File: src/rtl/dm_wb_cache_pkg.sv
// Shared types and geometry helpers for the direct-mapped write-back cache.
// Optional flush states exist only when DM_WB_CACHE_FLUSH_EN is defined.
package dm_wb_cache_pkg;

  typedef enum logic [2:0] {
    StIdle,
    StCompare,
    StWbReq,
    StRfReq,
    StRfWait
`ifdef DM_WB_CACHE_FLUSH_EN
    ,
    StFlScan,
    StFlWb
`endif
  } state_e;

  typedef enum logic {
    ReqRead  = 1'b0,
    ReqWrite = 1'b1
  } req_type_e;

  function automatic int unsigned off_w(int unsigned data_w, int unsigned words_per_block);
    return $clog2(words_per_block * data_w / 8);
  endfunction

  function automatic int unsigned idx_w(int unsigned num_rows);
    return $clog2(num_rows);
  endfunction

  function automatic int unsigned tag_w(int unsigned addr_w, int unsigned data_w,
                                        int unsigned words_per_block, int unsigned num_rows);
    return addr_w - off_w(data_w, words_per_block) - idx_w(num_rows);
  endfunction

endpackage

File: src/rtl/dm_wb_cache_if.sv
// Load/store request port and block-wide memory port of dm_wb_cache.
// slave is the cache view; master is the pipeline/memory environment view.
interface dm_wb_cache_if #(
  parameter int unsigned ADDR_W          = 16,
  parameter int unsigned DATA_W          = 16,
  parameter int unsigned WORDS_PER_BLOCK = 2
);
  localparam int unsigned LINE_W = DATA_W * WORDS_PER_BLOCK;

  logic              req_valid;
  logic              req_ready;
  logic              req_write;
  logic [ADDR_W-1:0] req_addr;
  logic [DATA_W-1:0] req_wdata;
  logic              resp_valid;
  logic [DATA_W-1:0] resp_rdata;
  logic              resp_err;
  logic              mem_req_valid;
  logic              mem_req_ready;
  logic              mem_req_write;
  logic [ADDR_W-1:0] mem_addr;
  logic [LINE_W-1:0] mem_wdata;
  logic              mem_rvalid;
  logic [LINE_W-1:0] mem_rdata;

  modport slave (
    input  req_valid, req_write, req_addr, req_wdata, mem_req_ready, mem_rvalid, mem_rdata,
    output req_ready, resp_valid, resp_rdata, resp_err,
    output mem_req_valid, mem_req_write, mem_addr, mem_wdata
  );

  modport master (
    output req_valid, req_write, req_addr, req_wdata, mem_req_ready, mem_rvalid, mem_rdata,
    input  req_ready, resp_valid, resp_rdata, resp_err,
    input  mem_req_valid, mem_req_write, mem_addr, mem_wdata
  );

endinterface

File: src/rtl/dm_wb_cache_tagram.sv
// Per-row valid/dirty/tag storage; valid and dirty clear on reset, tags do not.
// Single port: one row index serves both the combinational read and the write.
module dm_wb_cache_tagram #(
  parameter int unsigned NUM_ROWS = 8,
  parameter int unsigned TAG_W    = 11
) (
  input  logic                        clk,
  input  logic                        rst_n,
  input  logic [$clog2(NUM_ROWS)-1:0] i_idx,
  input  logic                        i_fill,
  input  logic [TAG_W-1:0]            i_tag,
  input  logic                        i_set_dirty,
  input  logic                        i_clr_dirty,
  input  logic                        i_clr_all,
  output logic                        o_valid,
  output logic                        o_dirty,
  output logic [TAG_W-1:0]            o_tag
);

  logic [NUM_ROWS-1:0] r_valid;
  logic [NUM_ROWS-1:0] r_dirty;
  logic [TAG_W-1:0]    r_tag [NUM_ROWS];

  always_ff @(posedge clk or negedge rst_n) begin
    if (!rst_n) begin
      r_valid <= '0;
      r_dirty <= '0;
    end else if (i_clr_all) begin
      r_valid <= '0;
      r_dirty <= '0;
    end else begin
      if (i_fill) begin
        r_valid[i_idx] <= 1'b1;
        r_dirty[i_idx] <= 1'b0;
      end
      if (i_set_dirty) r_dirty[i_idx] <= 1'b1;
      if (i_clr_dirty) r_dirty[i_idx] <= 1'b0;
    end
  end

  always_ff @(posedge clk) begin
    if (i_fill) r_tag[i_idx] <= i_tag;
  end

  assign o_valid = r_valid[i_idx];
  assign o_dirty = r_dirty[i_idx];
  assign o_tag   = r_tag[i_idx];

endmodule

File: src/rtl/dm_wb_cache.sv
// Direct-mapped write-back, write-allocate cache, one outstanding request.
// Define DM_WB_CACHE_FLUSH_EN to add flush_req/flush_done and the flush walker.
module dm_wb_cache
  import dm_wb_cache_pkg::*;
#(
  parameter int unsigned ADDR_W          = 16,
  parameter int unsigned DATA_W          = 16,
  parameter int unsigned NUM_ROWS        = 8,
  parameter int unsigned WORDS_PER_BLOCK = 2
) (
  input  logic clk,
  input  logic rst_n,
  dm_wb_cache_if.slave bus
`ifdef DM_WB_CACHE_FLUSH_EN
  ,
  input  logic flush_req,
  output logic flush_done
`endif
);

  localparam int unsigned LINE_W = DATA_W * WORDS_PER_BLOCK;
  localparam int unsigned BYTES  = DATA_W / 8;
  localparam int unsigned BOFF_W = $clog2(BYTES);
  localparam int unsigned OFF_W  = off_w(DATA_W, WORDS_PER_BLOCK);
  localparam int unsigned IDX_W  = idx_w(NUM_ROWS);
  localparam int unsigned TAG_W  = tag_w(ADDR_W, DATA_W, WORDS_PER_BLOCK, NUM_ROWS);
  localparam int unsigned WSEL_W = (WORDS_PER_BLOCK > 1) ? $clog2(WORDS_PER_BLOCK) : 1;
  localparam logic [ADDR_W-1:0] ALIGN_MASK = ADDR_W'(BYTES - 1);
  localparam logic [ADDR_W-1:0] LINE_MASK  = ADDR_W'(WORDS_PER_BLOCK * BYTES - 1);

  state_e            r_state, w_state_d;
  logic [ADDR_W-1:0] r_addr;
  req_type_e         r_write;
  logic [DATA_W-1:0] r_wdata;
  logic [LINE_W-1:0] r_data [NUM_ROWS];
  logic              r_resp_valid, r_resp_err;
  logic [DATA_W-1:0] r_resp_rdata;

  logic [IDX_W-1:0]  w_req_idx, w_idx;
  logic [TAG_W-1:0]  w_req_tag, w_tag;
  logic [WSEL_W-1:0] w_wsel;
  logic [LINE_W-1:0] w_line;
  logic [DATA_W-1:0] w_word;
  logic              w_valid, w_dirty, w_hit, w_misaligned;
  logic              w_accept, w_fill, w_set_dirty, w_clr_dirty, w_clr_all;
  logic              w_resp, w_err, w_word_we;
  logic              w_mem_valid, w_mem_write;
  logic [ADDR_W-1:0] w_mem_addr;
  logic [LINE_W-1:0] w_mem_wdata;

  assign w_req_idx = r_addr[OFF_W +: IDX_W];
  assign w_req_tag = r_addr[ADDR_W-1 -: TAG_W];

  if (WORDS_PER_BLOCK > 1) begin : g_wsel
    assign w_wsel = r_addr[BOFF_W +: WSEL_W];
  end else begin : g_wsel_single
    assign w_wsel = '0;
  end

`ifdef DM_WB_CACHE_FLUSH_EN
  logic [IDX_W-1:0] r_row;
  logic             r_flush_done;
  logic             w_row_inc, w_flush_end;

  // The flush walker owns the row index while scanning.
  assign w_idx = (r_state == StFlScan || r_state == StFlWb) ? r_row : w_req_idx;
  assign flush_done = r_flush_done;
  assign bus.req_ready = (r_state == StIdle) && !flush_req;
`else
  assign w_idx = w_req_idx;
  assign bus.req_ready = (r_state == StIdle);
`endif

  assign w_line       = r_data[w_idx];
  assign w_word       = w_line[w_wsel*DATA_W +: DATA_W];
  assign w_misaligned = |(r_addr & ALIGN_MASK);
  assign w_hit        = w_valid && (w_tag == w_req_tag);

  dm_wb_cache_tagram #(
    .NUM_ROWS (NUM_ROWS),
    .TAG_W    (TAG_W)
  ) u_tagram (
    .clk         (clk),
    .rst_n       (rst_n),
    .i_idx       (w_idx),
    .i_fill      (w_fill),
    .i_tag       (w_req_tag),
    .i_set_dirty (w_set_dirty),
    .i_clr_dirty (w_clr_dirty),
    .i_clr_all   (w_clr_all),
    .o_valid     (w_valid),
    .o_dirty     (w_dirty),
    .o_tag       (w_tag)
  );

  always_comb begin
    w_state_d   = r_state;
    w_accept    = 1'b0;
    w_fill      = 1'b0;
    w_set_dirty = 1'b0;
    w_clr_dirty = 1'b0;
    w_clr_all   = 1'b0;
    w_resp      = 1'b0;
    w_err       = 1'b0;
    w_word_we   = 1'b0;
    w_mem_valid = 1'b0;
    w_mem_write = 1'b0;
    w_mem_addr  = '0;
    w_mem_wdata = '0;
`ifdef DM_WB_CACHE_FLUSH_EN
    w_row_inc   = 1'b0;
    w_flush_end = 1'b0;
`endif
    unique case (r_state)
      StIdle: begin
`ifdef DM_WB_CACHE_FLUSH_EN
        if (flush_req) begin
          w_state_d = StFlScan;
        end else
`endif
        if (bus.req_valid) begin
          w_accept  = 1'b1;
          w_state_d = StCompare;
        end
      end
      StCompare: begin
        if (w_misaligned) begin
          w_resp    = 1'b1;
          w_err     = 1'b1;
          w_state_d = StIdle;
        end else if (w_hit) begin
          w_resp      = 1'b1;
          w_word_we   = (r_write == ReqWrite);
          w_set_dirty = (r_write == ReqWrite);
          w_state_d   = StIdle;
        end else if (w_valid && w_dirty) begin
          w_state_d = StWbReq;
        end else begin
          w_state_d = StRfReq;
        end
      end
      StWbReq: begin
        w_mem_valid = 1'b1;
        w_mem_write = 1'b1;
        w_mem_addr  = ADDR_W'({w_tag, w_idx}) << OFF_W;
        w_mem_wdata = w_line;
        if (bus.mem_req_ready) begin
          w_clr_dirty = 1'b1;
          w_state_d   = StRfReq;
        end
      end
      StRfReq: begin
        w_mem_valid = 1'b1;
        w_mem_addr  = r_addr & ~LINE_MASK;
        if (bus.mem_req_ready) w_state_d = StRfWait;
      end
      StRfWait: begin
        if (bus.mem_rvalid) begin
          w_fill    = 1'b1;
          w_state_d = StCompare;
        end
      end
`ifdef DM_WB_CACHE_FLUSH_EN
      StFlScan: begin
        if (w_valid && w_dirty) begin
          w_state_d = StFlWb;
        end else if (r_row == IDX_W'(NUM_ROWS - 1)) begin
          w_flush_end = 1'b1;
          w_clr_all   = 1'b1;
          w_state_d   = StIdle;
        end else begin
          w_row_inc = 1'b1;
        end
      end
      StFlWb: begin
        w_mem_valid = 1'b1;
        w_mem_write = 1'b1;
        w_mem_addr  = ADDR_W'({w_tag, w_idx}) << OFF_W;
        w_mem_wdata = w_line;
        // Back to the scan: the now-clean row advances on the next cycle.
        if (bus.mem_req_ready) begin
          w_clr_dirty = 1'b1;
          w_state_d   = StFlScan;
        end
      end
`endif
      default: w_state_d = StIdle;
    endcase
  end

  always_ff @(posedge clk or negedge rst_n) begin
    if (!rst_n) begin
      r_state      <= StIdle;
      r_addr       <= '0;
      r_write      <= ReqRead;
      r_wdata      <= '0;
      r_resp_valid <= 1'b0;
      r_resp_err   <= 1'b0;
      r_resp_rdata <= '0;
    end else begin
      r_state      <= w_state_d;
      r_resp_valid <= w_resp;
      r_resp_err   <= w_err;
      if (w_accept) begin
        r_addr  <= bus.req_addr;
        r_write <= req_type_e'(bus.req_write);
        r_wdata <= bus.req_wdata;
      end
      if (w_resp && !w_err) r_resp_rdata <= w_word_we ? r_wdata : w_word;
    end
  end

`ifdef DM_WB_CACHE_FLUSH_EN
  always_ff @(posedge clk or negedge rst_n) begin
    if (!rst_n) begin
      r_row        <= '0;
      r_flush_done <= 1'b0;
    end else begin
      r_flush_done <= w_flush_end;
      if (w_flush_end)    r_row <= '0;
      else if (w_row_inc) r_row <= r_row + 1'b1;
    end
  end
`endif

  always_ff @(posedge clk) begin
    if (w_fill)         r_data[w_idx] <= bus.mem_rdata;
    else if (w_word_we) r_data[w_idx][w_wsel*DATA_W +: DATA_W] <= r_wdata;
  end

  assign bus.resp_valid    = r_resp_valid;
  assign bus.resp_rdata    = r_resp_rdata;
  assign bus.resp_err      = r_resp_err;
  assign bus.mem_req_valid = w_mem_valid;
  assign bus.mem_req_write = w_mem_write;
  assign bus.mem_addr      = w_mem_addr;
  assign bus.mem_wdata     = w_mem_wdata;

endmodule

File: src/flat_wrapper.sv
// flat-port wrapper written by rule: the top's interface ports become plain ports
module dm_wb_cache_flat import dm_wb_cache_pkg::*;
#(
  parameter int unsigned ADDR_W          = 16,
  parameter int unsigned DATA_W          = 16,
  parameter int unsigned NUM_ROWS        = 8,
  parameter int unsigned WORDS_PER_BLOCK = 2
)
  (clk, rst_n, bus_req_valid, bus_req_write, bus_req_addr, bus_req_wdata, bus_mem_req_ready, bus_mem_rvalid, bus_mem_rdata, bus_req_ready, bus_resp_valid, bus_resp_rdata, bus_resp_err, bus_mem_req_valid, bus_mem_req_write, bus_mem_addr, bus_mem_wdata);
  dm_wb_cache_if #(.ADDR_W(ADDR_W), .DATA_W(DATA_W), .WORDS_PER_BLOCK(WORDS_PER_BLOCK)) bus_i ();
  input  logic clk;
  input  logic rst_n;
  input wire logic [$bits(bus_i.req_valid)-1:0] bus_req_valid;
  input wire logic [$bits(bus_i.req_write)-1:0] bus_req_write;
  input wire logic [$bits(bus_i.req_addr)-1:0] bus_req_addr;
  input wire logic [$bits(bus_i.req_wdata)-1:0] bus_req_wdata;
  input wire logic [$bits(bus_i.mem_req_ready)-1:0] bus_mem_req_ready;
  input wire logic [$bits(bus_i.mem_rvalid)-1:0] bus_mem_rvalid;
  input wire logic [$bits(bus_i.mem_rdata)-1:0] bus_mem_rdata;
  output wire logic [$bits(bus_i.req_ready)-1:0] bus_req_ready;
  output wire logic [$bits(bus_i.resp_valid)-1:0] bus_resp_valid;
  output wire logic [$bits(bus_i.resp_rdata)-1:0] bus_resp_rdata;
  output wire logic [$bits(bus_i.resp_err)-1:0] bus_resp_err;
  output wire logic [$bits(bus_i.mem_req_valid)-1:0] bus_mem_req_valid;
  output wire logic [$bits(bus_i.mem_req_write)-1:0] bus_mem_req_write;
  output wire logic [$bits(bus_i.mem_addr)-1:0] bus_mem_addr;
  output wire logic [$bits(bus_i.mem_wdata)-1:0] bus_mem_wdata;
  assign bus_i.req_valid = bus_req_valid;
  assign bus_i.req_write = bus_req_write;
  assign bus_i.req_addr = bus_req_addr;
  assign bus_i.req_wdata = bus_req_wdata;
  assign bus_i.mem_req_ready = bus_mem_req_ready;
  assign bus_i.mem_rvalid = bus_mem_rvalid;
  assign bus_i.mem_rdata = bus_mem_rdata;
  assign bus_req_ready = bus_i.req_ready;
  assign bus_resp_valid = bus_i.resp_valid;
  assign bus_resp_rdata = bus_i.resp_rdata;
  assign bus_resp_err = bus_i.resp_err;
  assign bus_mem_req_valid = bus_i.mem_req_valid;
  assign bus_mem_req_write = bus_i.mem_req_write;
  assign bus_mem_addr = bus_i.mem_addr;
  assign bus_mem_wdata = bus_i.mem_wdata;
  dm_wb_cache #(.ADDR_W(ADDR_W), .DATA_W(DATA_W), .NUM_ROWS(NUM_ROWS), .WORDS_PER_BLOCK(WORDS_PER_BLOCK)) u_core (.clk(clk), .rst_n(rst_n), .bus(bus_i));
endmodule
File: config.mk
export PLATFORM = sky130hd
export DESIGN_NAME = dm_wb_cache_flat
export DESIGN_NICKNAME = d
export VERILOG_FILES = /design/src/rtl/dm_wb_cache_pkg.sv /design/src/rtl/dm_wb_cache_if.sv /design/src/rtl/dm_wb_cache_tagram.sv /design/src/rtl/dm_wb_cache.sv /design/src/flat_wrapper.sv
export SDC_FILE = /design/constraint.sdc
export NUM_CORES = 1
export LEC_CHECK = 0
export CORE_ASPECT_RATIO = 1.1
export CORE_UTILIZATION = 45
export CTS_CLUSTER_DIAMETER = 40
export DETAILED_ROUTE_END_ITERATION = 6
export PLACE_DENSITY_LB_ADDON = 0.12
export RECOVER_POWER = 50
export SETUP_SLACK_MARGIN = 0.05
export SYNTH_ARGS = -nofsm -noshare
export SYNTH_HDL_FRONTEND = slang
export SYNTH_SLANG_ARGS = --single-unit
File: constraint.sdc
create_clock -name clk -period 12.38 [get_ports clk]
set_clock_uncertainty 0.2 [all_clocks]
set_input_delay 2.476 -clock clk [delete_from_list [all_inputs] [get_ports clk]]
set_output_delay 2.476 -clock clk [all_outputs]
set_load 0.005 [all_outputs]
==> results of run 1 <==
[critical path: cells and delay by family (launching register included)]
kind            cells  cell delay, ps
compound gates      2             270
buf+inv             3            2620
flops               1            1670
simple gates        3             850
[layout by cell type, fill, tap and decap left out, types with 35 or more instances in the layout]
| cell type | Yosys | layout |
|---|---|---|
| sky130_fd_sc_hd__edfxtp_1 | 344 | 344 |
| sky130_fd_sc_hd__clkdlybuf4s50_1 | 0 | 112 |
| sky130_fd_sc_hd__a22oi_1 | 92 | 92 |
| sky130_fd_sc_hd__dfrtp_1 | 70 | 70 |
| sky130_fd_sc_hd__mux2_2 | 62 | 59 |
| sky130_fd_sc_hd__clkbuf_16 | 0 | 57 |
| sky130_fd_sc_hd__nor2_1 | 53 | 51 |
| sky130_fd_sc_hd__nand2_1 | 46 | 46 |
| sky130_fd_sc_hd__o21ai_0 | 45 | 45 |
| sky130_fd_sc_hd__mux2i_1 | 35 | 35 |
[power by group through the flow]
stage          sequential, mW  combinational (mW)  clock [mW]
2_1_floorplan            1.74               0.905           0
3_3_place_gp             1.85                1.43           0
3_5_place_dp             1.86                1.43           0
4_1_cts                  1.83                1.44        1.59
5_1_grt                  1.84                1.50        1.65
6_report                 1.83                1.40        1.57
[sequential cells by signal, summed over array words and instances (netlist names), 3 cells and up]
signal                   cells
u_core.r_state               3
u_core.u_tagram.r_dirty      8
u_core.bus.resp_rdata       16
u_core.r_wdata              16
u_core.r_addr               16
u_core.u_tagram.r_valid      8
u_core.u_tagram.r_tag       88
u_core.r_data              256
[logic make-up (layout without fill, tap and decap cells)]
kind of cell,count (synthesis),in the layout
DFF,414,414
AOI/OAI and AO/OA,217,217
and+or+nand+nor,212,212
muxes,145,145
buffers and inverters,75,279
xor gates and xnor gates,8,8
other,1,2
[how the worst min path moves through the flow]
| stage | cells after the start | slack, ps | start | endpoint |
|---|---|---|---|---|
| after floorplan | 1 | 240 | u_core.u_tagram.r_valid[1] | u_core.u_tagram.r_valid[1] |
| after global placement | 1 | 250 | u_core.u_tagram.r_valid[1] | u_core.u_tagram.r_valid[1] |
| after detailed placement | 1 | 250 | u_core.u_tagram.r_valid[4] | u_core.u_tagram.r_valid[4] |
| after CTS | 1 | 270 | u_core.u_tagram.r_valid[4] | u_core.u_tagram.r_valid[4] |
| after global routing | 1 | 270 | u_core.u_tagram.r_valid[3] | u_core.u_tagram.r_valid[3] |
| final | 1 | 260 | u_core.u_tagram.r_valid[4] | u_core.u_tagram.r_valid[4] |
[routing by layer]
metal  vias to the layer above  global-route usage [%]
li1                       4536                       -
met3                        72                    4.37
met1                      5251                    31.5
met4                         2                    7.90
met2                       369                    41.2
met5                         -                       0
[area by class of cell]
type / instances / area [sq um] / share of cell area [%]
clock buffer: 63 / 1450 / 7.01
clock inverter: 40 / 400 / 1.94
inverter: 6 / 22.5 / 0.109
multi-input combinational: 584 / 4510 / 21.8
sequential: 414 / 12100 / 58.5
tap: 494 / 618 / 2.99
timing repair buffer: 170 / 1570 / 7.61
[stage by stage]
step | setup WS (ps) | total power [mW] | instance area, sq um | cells
after global placement | 6180 | 3.28 | 19000 | 1668
final | 3680 | 4.79 | 20700 | 1771
after detailed placement | 6120 | 3.29 | 19000 | 1668
after floorplan | 7430 | 2.64 | 17000 | 1073
after CTS | 5490 | 4.86 | 20800 | 1771
after global routing | 3300 | 5.00 | 20700 | 1771
==> results.cfg, run 1 <==
[timing]
timing.final.max_slew_violations = 216
setup-violations-final = 0
totalNegativeSetupSlack_ps = 0
highest_achievable_clock_rate_mhz = 115
tightest_hold_margin_ps = 263
tightest_slew_ps = 3630
worst_slew_margin_rel_pct = -142
post-route-period-util_pct = 70.3
timing.final.crit_period_ps = 8700
setup_repair_after_global_routing_missed_its_margin = no
timing_hold_violations_final = 0

[synth]
synthesis.instances = 1072
synth-xor-area-share_pct = 0.501
synthesis.area_per_instance_sq_um = 15.9
synth_simple_gate_area_share_pct = 6.61
yosys_warnings = 0
dominant_combinational_cell_family_by_area_after_synthesis = multiplexers
synth_adder_area_share_pct = 0
synth.top_cells.by_area = sky130_fd_sc_hd__edfxtp_1, sky130_fd_sc_hd__dfrtp_1, sky130_fd_sc_hd__mux2_2
synth-compound-area-share_pct = 8.86
synth-seq-area-share_pct = 71.1
synth_async_sr_flop_share_pct = 16.9
post_synth_mux_area_share_pct = 10.8
yosys-top-cells-count = sky130_fd_sc_hd__edfxtp_1, sky130_fd_sc_hd__a22oi_1, sky130_fd_sc_hd__dfrtp_1
synth_edf_count = 344
synthDominantAreaCellType = sky130_fd_sc_hd__edfxtp_1
synthDominantCellAreaShare_pct = 60.8
synth_area_sq_mm = 0.0170
most_numerous_cell_in_the_yosys_netlist = sky130_fd_sc_hd__edfxtp_1
number_of_distinct_library_cells_after_synthesis = 58
ys_ff_latch = 414
ys_dominant_reg_cell = sky130_fd_sc_hd__edfxtp_1

[worst_setup_path]
worst_path_largest_cell_delay_ps = 1670
r2r_slack_ps = 3970
worstReg2RegStart = u_core.r_addr[2]
maximum_fanout_count_along_the_critical_path = 44
worst_ep_arrival_time_ps = 6030
worstReg2RegEnd = u_core.bus.resp_rdata[7]
setup.worst_path.end = bus_mem_wdata[9]
worstPathRequired_ps = 9700
start_kind = flop
path_cells = clkbuf_1 -> and3_1 -> buf_4 -> a22o_1 -> a221oi_1 -> and3_1 -> nor2_1 -> clkdlybuf4s50_1
ff2ff_path_depth = 8
crit_type = reg2out
critical_path_capture_point_type = output port
cp_slowest_cell = sky130_fd_sc_hd__dfrtp_1
crit_path_start = u_core.r_addr[2]
crit_path_frequent_cell = sky130_fd_sc_hd__and3_1

[power]
power.static_leakage_nw = 7.26
switching_share_pct = 33.8
share_comb_of_total_power_pct = 29.2
power_per_cell_area_mw_per_mm2 = 232
switchingPower_mw = 1.62
intPower_mw = 3.17
worst_vdd_ir_mv = 0.127
p_clk_share_pct = 32.7
share_seq_of_total_power_pct = 38.1

[cts]
clk_pin_slew_worst_paths_ps = 60
clock_latency_ps = 590
clk_path_buf_depth = 3
cts_made_buffers = 56
post_cts.repair.setup_buffers = 0
tritoncts = built
h-tree-depth = 2
ctsResizeCount = 0
clock-root-buffer = sky130_fd_sc_hd__clkbuf_16
post_cts_hold_buffer_count = 0
cts.sinks = 414

[place]
place.gp.congestion = 0.784
port_buffers = 136
dp_hpwl_mm = 28.1

[detailed_routing]
drt_iter0_markers = 762
drt_pass1_iterations = 5
post-route-drc-count = 0
drt-vias-per-instance = 5.78
wl_met2_mm = 23.0
wl_per_cell_um = 25.9
finalWirelength_mm = 45.9
ant_nets = 0
wl_met3_mm = 2.78
maxUsedRoutingLayer = met5
m1WireLength_mm = 19.0
num_vias = 10200

[outcome]
failed_checks = max-capacitance violations, max-slew violations
outcome = finished, violations left

[floorplan]
initial_core_util_pct = 45.8
area_of_the_die_sq_mm = 0.0385
rows = 74
floorplan.die.width_um = 187
io_pins = 139
chipHeight_um = 206
core_area_sq_mm = 0.0371

[job]
max-cap-violations = 6

[final_layout]
nFillCells = 2999
finish.net_count = 1302
area_growth_syn_to_layout_pct = 21.5
fin_util_pct = 55.6
num_antenna_cells = 0
layout-drive-gt1-share_pct = 18.4

[global_route]
grt_max_degree = 53
grt_first_pass_wirelength_mm = 67.6
grt-ovfl-total = 0
gr-usage-all-layers_pct = 24.2
first_global_vias = 10300
grt_antenna_before_repair = 1

[worst_hold_path]
holdCritPathClass = reg2reg
Power figures use the tool's default switching activity.
==> run 2: changes to the inputs <==
==> constraint.sdc (replaced) <==
create_clock -name clk -period 8.08 [get_ports clk]
set_clock_uncertainty 0.2 [all_clocks]
set_input_delay 1.616 -clock clk [delete_from_list [all_inputs] [get_ports clk]]
set_output_delay 1.616 -clock clk [all_outputs]
set_load 0.005 [all_outputs]
==> run 2 against run 1 <==
  * The run still ends with max-capacitance violations, max-slew violations left
  * First-iteration DRC count is 3.7% lower
  * Clock power up 56%
  * Combinational power grew 54%
  * Critical path depth decreased by 2
  * Global-route usage is 0.13 points higher
  * Clock-buffer cell count rose by 5
  * Hold slack hardly changed
  * Critical endpoint is now bus_mem_wdata[10]
==> results.cfg, run 2 (synthesis results as in run 1) <==
[outcome]
outcome = finished, violations left
failed_checks = max-capacitance violations, max-slew violations

[global_route]
fraction_of_met3_tracks_used_by_global_routing_pct = 4.03
grt_antenna_before_repair = 3
grt.met1_usage_pct = 31.1
grt_max_degree = 53
met2_usage_pct = 41.3
grt_first_pass_wirelength_mm = 68.0
gr-usage-all-layers_pct = 24.4
first_global_vias = 10400
grt-ovfl-total = 0
gr-max-usage-layer = met2

[worst_hold_path]
holdCritPathClass = reg2reg

[cts]
clk_pin_slew_worst_paths_ps = 50
clock_latency_ps = 590
clock-root-buffer = sky130_fd_sc_hd__clkbuf_16
cts.sinks = 414
post_cts.repair.setup_buffers = 0
tritoncts = built
post_cts_hold_buffer_count = 0
h-tree-depth = 2
clk_path_buf_depth = 3
ctsResizeCount = 0
cts_made_buffers = 55

[floorplan]
initial_core_util_pct = 45.8
io_pins = 139
chipHeight_um = 206
core_area_sq_mm = 0.0371
rows = 74
area_of_the_die_sq_mm = 0.0385
floorplan.die.width_um = 187

[worst_setup_path]
start_kind = flop
path_cells = buf_4 -> and3b_1 -> buf_4 -> a221oi_1 -> nor2_1 -> clkdlybuf4s50_1
worst_path_largest_cell_delay_ps = 1450
r2r_slack_ps = 1820
cp_slowest_cell = sky130_fd_sc_hd__dfrtp_1
critical_path_capture_point_type = output port
worstPathRequired_ps = 6260
maximum_fanout_count_along_the_critical_path = 35
crit_path_frequent_cell = sky130_fd_sc_hd__buf_4
crit_type = reg2out
crit_family = flip-flops
path_buf_inv = 3
worst_ep_arrival_time_ps = 4770

[timing]
totalNegativeSetupSlack_ps = 0
tightest_slew_ps = 3420
timing.final.max_slew_violations = 185
timing_hold_violations_final = 0
worst_slew_margin_rel_pct = -128
setup_ws_ps = 1500
setup-violations-final = 0
highest_achievable_clock_rate_mhz = 152
setup_repair_after_global_routing_missed_its_margin = no
timing.final.crit_period_ps = 6580
post-route-period-util_pct = 81.5

[place]
port_buffers = 136
dp_hpwl_mm = 28.5
place.gp.congestion = 0.810
place_ws_ps = 2700

[final_layout]
most-common-layout-cells = sky130_fd_sc_hd__edfxtp_1, sky130_fd_sc_hd__clkdlybuf4s50_1, sky130_fd_sc_hd__a22oi_1
nFillCells = 2985
top_register_by_number_of_flip_flops = u_core.r_data
num_antenna_cells = 0
largest_regs = u_core.r_data x256, u_core.u_tagram.r_tag x88
largest_register_ffs = 256
layout-drive-gt1-share_pct = 18.6
finish.net_count = 1302
most_common_library_cell_in_the_layout_ignoring_fill_and_taps = sky130_fd_sc_hd__edfxtp_1
area_growth_syn_to_layout_pct = 22.0

[power]
power.static_leakage_nw = 7.31
power_per_cell_area_mw_per_mm2 = 358
switchingPower_mw = 2.48
share_comb_of_total_power_pct = 29.0
intPower_mw = 4.94
worst_vdd_ir_mv = 0.213
p_clk_share_pct = 33.1
share_seq_of_total_power_pct = 37.9
switching_share_pct = 33.5

[detailed_routing]
drt_iter0_markers = 734
ant_nets = 0
drt_pass1_iterations = 5
drt-vias-per-instance = 5.72
num_vias = 10100
finalWirelength_mm = 46.2
wl_per_cell_um = 26.0
post-route-drc-count = 0

[job]
max-cap-violations = 6
-- run 2: changes by cell type in the layout (fill, tap and decap cells not counted), sizes merged, moves of 2 or more --
cell / change
inv: -6
clkbuf: +5
bufinv: +2
clkdlybuf4s50: -2
clkinv: +2
clkinvlp: -2
dlygate4sd3: +2
-- run 2: final timing paths --
path	startpoint	to	cells past startpoint
setup / recovery	u_core.r_addr[2]	bus_mem_wdata[10]	6
setup reg to reg	u_core.r_addr[2]	u_core.bus.resp_rdata[7]	9
hold reg to reg	u_core.u_tagram.r_valid[1]	u_core.u_tagram.r_valid[1]	1
max in group asynchronous	rst_n	u_core.bus.resp_rdata[7]	2
min in group asynchronous	rst_n	u_core.bus.resp_rdata[10]	1
hold / removal	u_core.u_tagram.r_valid[1]	u_core.u_tagram.r_valid[1]	1
-- run 2: worst reg2reg max path, cell delays in order (launching register included) --
cell and delay [ps]:
sky130_fd_sc_hd__dfrtp_1 1450, sky130_fd_sc_hd__buf_4 560, sky130_fd_sc_hd__buf_4 350, sky130_fd_sc_hd__mux4_2 550, sky130_fd_sc_hd__nand2b_1 80, sky130_fd_sc_hd__nand2_1 80
sky130_fd_sc_hd__xor2_1 170, sky130_fd_sc_hd__nor4_4 550, sky130_fd_sc_hd__nand4_1 1330, sky130_fd_sc_hd__mux2_1 830
-- run 2: metal layers --
metal	vias to the layer above	part of all wire, %
li1	4530	-
met2	365	49
met1	5169	42
met5	-	0.030
met4	2	3.4
met3	76	5.6
-- run 2: power groups by stage --
stage | logic (mW) | registers (mW) | clock network (mW)
finish | 2.16 | 2.81 | 2.45
global route | 2.31 | 2.84 | 2.58
CTS | 2.20 | 2.82 | 2.49
detailed placement | 2.19 | 2.86 | 0
floorplan | 1.39 | 2.66 | 0
global placement | 2.19 | 2.86 | 0
-- run 2: stage by stage --
step | hold slack (ps) | power, mW | utilization, % | area, sq um | std cells
2_1_floorplan | 239 | 4.05 | - | 17000 | 1073
3_3_place_gp | 254 | 5.04 | 51.2 | 19000 | 1669
3_5_place_dp | 255 | 5.05 | 51.2 | 19000 | 1669
4_1_cts | 266 | 7.51 | 56.3 | 20900 | 1773
5_1_grt | 288 | 7.73 | 55.8 | 20700 | 1773
6_report | 263 | 7.42 | 55.8 | 20700 | 1773
-- run 2: layout make-up --
type	count	area (sq um)	area share [%]
Sequential cell	414	12100	58.3
Multi-Input combinational cell	584	4530	21.9
Timing Repair Buffer	171	1580	7.62
Clock buffer	68	1490	7.18
Tap cell	494	618	2.98
Clock inverter	36	402	1.94
Inverter	6	22.5	0.109
==> run 3: changes to the inputs <==
==> constraint.sdc (replaced) <==
create_clock -name clk -period 5.6 [get_ports clk]
set_clock_uncertainty 0.2 [all_clocks]
set_input_delay 1.12 -clock clk [delete_from_list [all_inputs] [get_ports clk]]
set_output_delay 1.12 -clock clk [all_outputs]
set_load 0.005 [all_outputs]
==> run 3 against run 2 <==
  * The flow still finishes with violations (max-capacitance violations, max-slew violations)
  * Register-to-register slack got worse by 1400 ps
  * Sequential share of layout area decreased by 0.48 points
  * Non-clock buffer count increased by 18
  * Sequential cell count unchanged
  * Combinational power increased by 48%
  * Power increased by 47%
  * Highest routed layer unchanged
==> results.cfg, run 3 (synthesis results as in run 1) <==
[floorplan]
core_area_sq_mm = 0.0371
io_pins = 139
chipHeight_um = 206
initial_core_util_pct = 45.8
floorplan.die.width_um = 187
rows = 74
area_of_the_die_sq_mm = 0.0385

[timing]
tightest_hold_margin_ps = 267
setup_repair_after_global_routing_missed_its_margin = no
totalNegativeSetupSlack_ps = 0
setup-violations-final = 0
highest_achievable_clock_rate_mhz = 186
worst_slew_margin_rel_pct = -76.0
timing.final.crit_period_ps = 5370
timing.final.max_slew_violations = 126
timing_hold_violations_final = 0
post-route-period-util_pct = 96.0
tightest_slew_ps = 2640
setup_ws_ps = 226

[detailed_routing]
ant_nets = 0
num_vias = 10200
wl_per_cell_um = 26.0
drt_pass1_iterations = 7
drt_iter0_markers = 739
finalWirelength_mm = 46.6
drt-vias-per-instance = 5.71
post-route-drc-count = 0

[final_layout]
most-common-layout-cells = sky130_fd_sc_hd__edfxtp_1, sky130_fd_sc_hd__clkdlybuf4s50_1, sky130_fd_sc_hd__a22oi_1
layout-drive-gt1-share_pct = 19.6
multi_input_comb_area_sq_mm = 0.00455
finish.net_count = 1321
top_register_by_number_of_flip_flops = u_core.r_data
seqCellArea_sq_mm = 0.0121
fin_util_pct = 56.3
num_antenna_cells = 0
most_common_library_cell_in_the_layout_ignoring_fill_and_taps = sky130_fd_sc_hd__edfxtp_1
largest_register_ffs = 256
largest_regs = u_core.r_data x256, u_core.u_tagram.r_tag x88
area_growth_syn_to_layout_pct = 23.0
nFillCells = 2917

[global_route]
first_global_vias = 10400
grt_antenna_before_repair = 2
grt_first_pass_wirelength_mm = 68.6
gr-usage-all-layers_pct = 24.6
grt_max_degree = 46
grt-ovfl-total = 0

[cts]
h-tree-depth = 2
post_cts_hold_buffer_count = 0
clock_latency_ps = 600
ctsResizeCount = 0
post_cts.repair.setup_buffers = 0
cts.sinks = 414
clk_pin_slew_worst_paths_ps = 50
tritoncts = built
cts_made_buffers = 56
clock-root-buffer = sky130_fd_sc_hd__clkbuf_16
clk_path_buf_depth = 3

[worst_hold_path]
hold_path.startpoint = u_core.u_tagram.r_valid[4]
holdCritPathClass = reg2reg

[worst_setup_path]
path_cells = buf_4 -> and3_1 -> buf_4 -> a22o_1 -> a221oi_1 -> and3_1 -> nor2_1 -> clkdlybuf4s50_1
worst_ep_arrival_time_ps = 4050
worst_path_largest_cell_delay_ps = 920
worstPathRequired_ps = 4280
crit_path_start = u_core.r_addr[3]
path_buf_inv = 3
worstReg2RegStart = u_core.r_addr[3]
cp_slowest_cell = sky130_fd_sc_hd__and3_1
crit_type = reg2out
maximum_fanout_count_along_the_critical_path = 19
start_kind = flop
crit_family = simple AND/OR/NAND/NOR gates
critical_path_capture_point_type = output port

[power]
power_per_cell_area_mw_per_mm2 = 520
power.static_leakage_nw = 7.42
total_power_mw = 10.9
worst_vdd_ir_mv = 0.247

[job]
max-cap-violations = 4

[place]
place_ws_ps = 845
place.gp.congestion = 0.790
port_buffers = 136
dp_hpwl_mm = 29.4

[outcome]
outcome = finished, violations left
failed_checks = max-capacitance violations, max-slew violations
run 3: cell types whose count changed in the layout (fill, tap and decap cells not counted), moves of 2 or more:
| cell | change |
|---|---|
| sky130_fd_sc_hd__buf_4 | +12 |
| sky130_fd_sc_hd__bufinv_16 | +2 |
| sky130_fd_sc_hd__and2_2 | -2 |
| sky130_fd_sc_hd__clkdlybuf4s50_1 | +4 |
| sky130_fd_sc_hd__mux2_1 | -4 |
| sky130_fd_sc_hd__clkbuf_1 | -2 |
| sky130_fd_sc_hd__clkinv_2 | -2 |
| sky130_fd_sc_hd__clkinv_1 | +4 |
| sky130_fd_sc_hd__mux2_4 | +6 |
| sky130_fd_sc_hd__clkbuf_2 | +2 |
| sky130_fd_sc_hd__mux2_2 | -2 |
| sky130_fd_sc_hd__dlygate4sd3_1 | -4 |
run 3: path summary, 6_finish.rpt:
check	to	slack (ps)	depth (start not counted)
min reg2reg	u_core.u_tagram.r_valid[4]	270	1
max in group asynchronous	u_core.r_addr[2]	1080	2
max	bus_mem_wdata[29]	230	8
min	u_core.u_tagram.r_valid[4]	270	1
min in group asynchronous	u_core.r_wdata[13]	1170	1
max reg2reg	u_core.r_data[7][0]	380	9
run 3: stage by stage:
step / std cells / area [sq um]
floorplan: 1073 / 17000
global placement: 1686 / 19100
detailed placement: 1687 / 19100
CTS: 1790 / 21000
global route: 1790 / 20900
finish: 1790 / 20900
run 3: cell type report:
class | instances | share of cell area, %
Inverter | 6 | 0.108
Clock inverter | 38 | 2.08
Sequential cell | 414 | 57.8
Multi-Input combinational cell | 584 | 21.7
Timing Repair Buffer | 189 | 8.19
Clock buffer | 65 | 7.11
Tap cell | 494 | 2.96
run 3: worst reg2reg max path, delay by kind of cell, from the launching register on:
| kind | cells | cell delay [ps] |
|---|---|---|
| xor gates and xnor gates | 1 | 390 |
| and+or+nand+nor | 2 | 1050 |
| AOI/OAI and AO/OA | 3 | 740 |
| buffers and inverters | 3 | 1730 |
| DFF | 1 | 730 |
run 3: where the power goes:
group | internal (mW) | total, mW | leakage [nW] | switching (mW)
Clock | 2.27 | 3.63 | 0.931 | 1.35
Sequential | 3.62 | 4.05 | 3.99 | 0.425
Combinational | 1.37 | 3.20 | 2.50 | 1.83
Total | 7.26 | 10.9 | 7.42 | 3.61
run 3: per-layer routing:
layer  vias to the layer above  global-route usage [%]  wire (um)
li1                       4563                       -          -
met4                         2                    10.9       1590
met1                      5204                    32.2      19600
met2                       369                    40.4      22700
met5                         -                       0         13
met3                        80                    4.23       2740
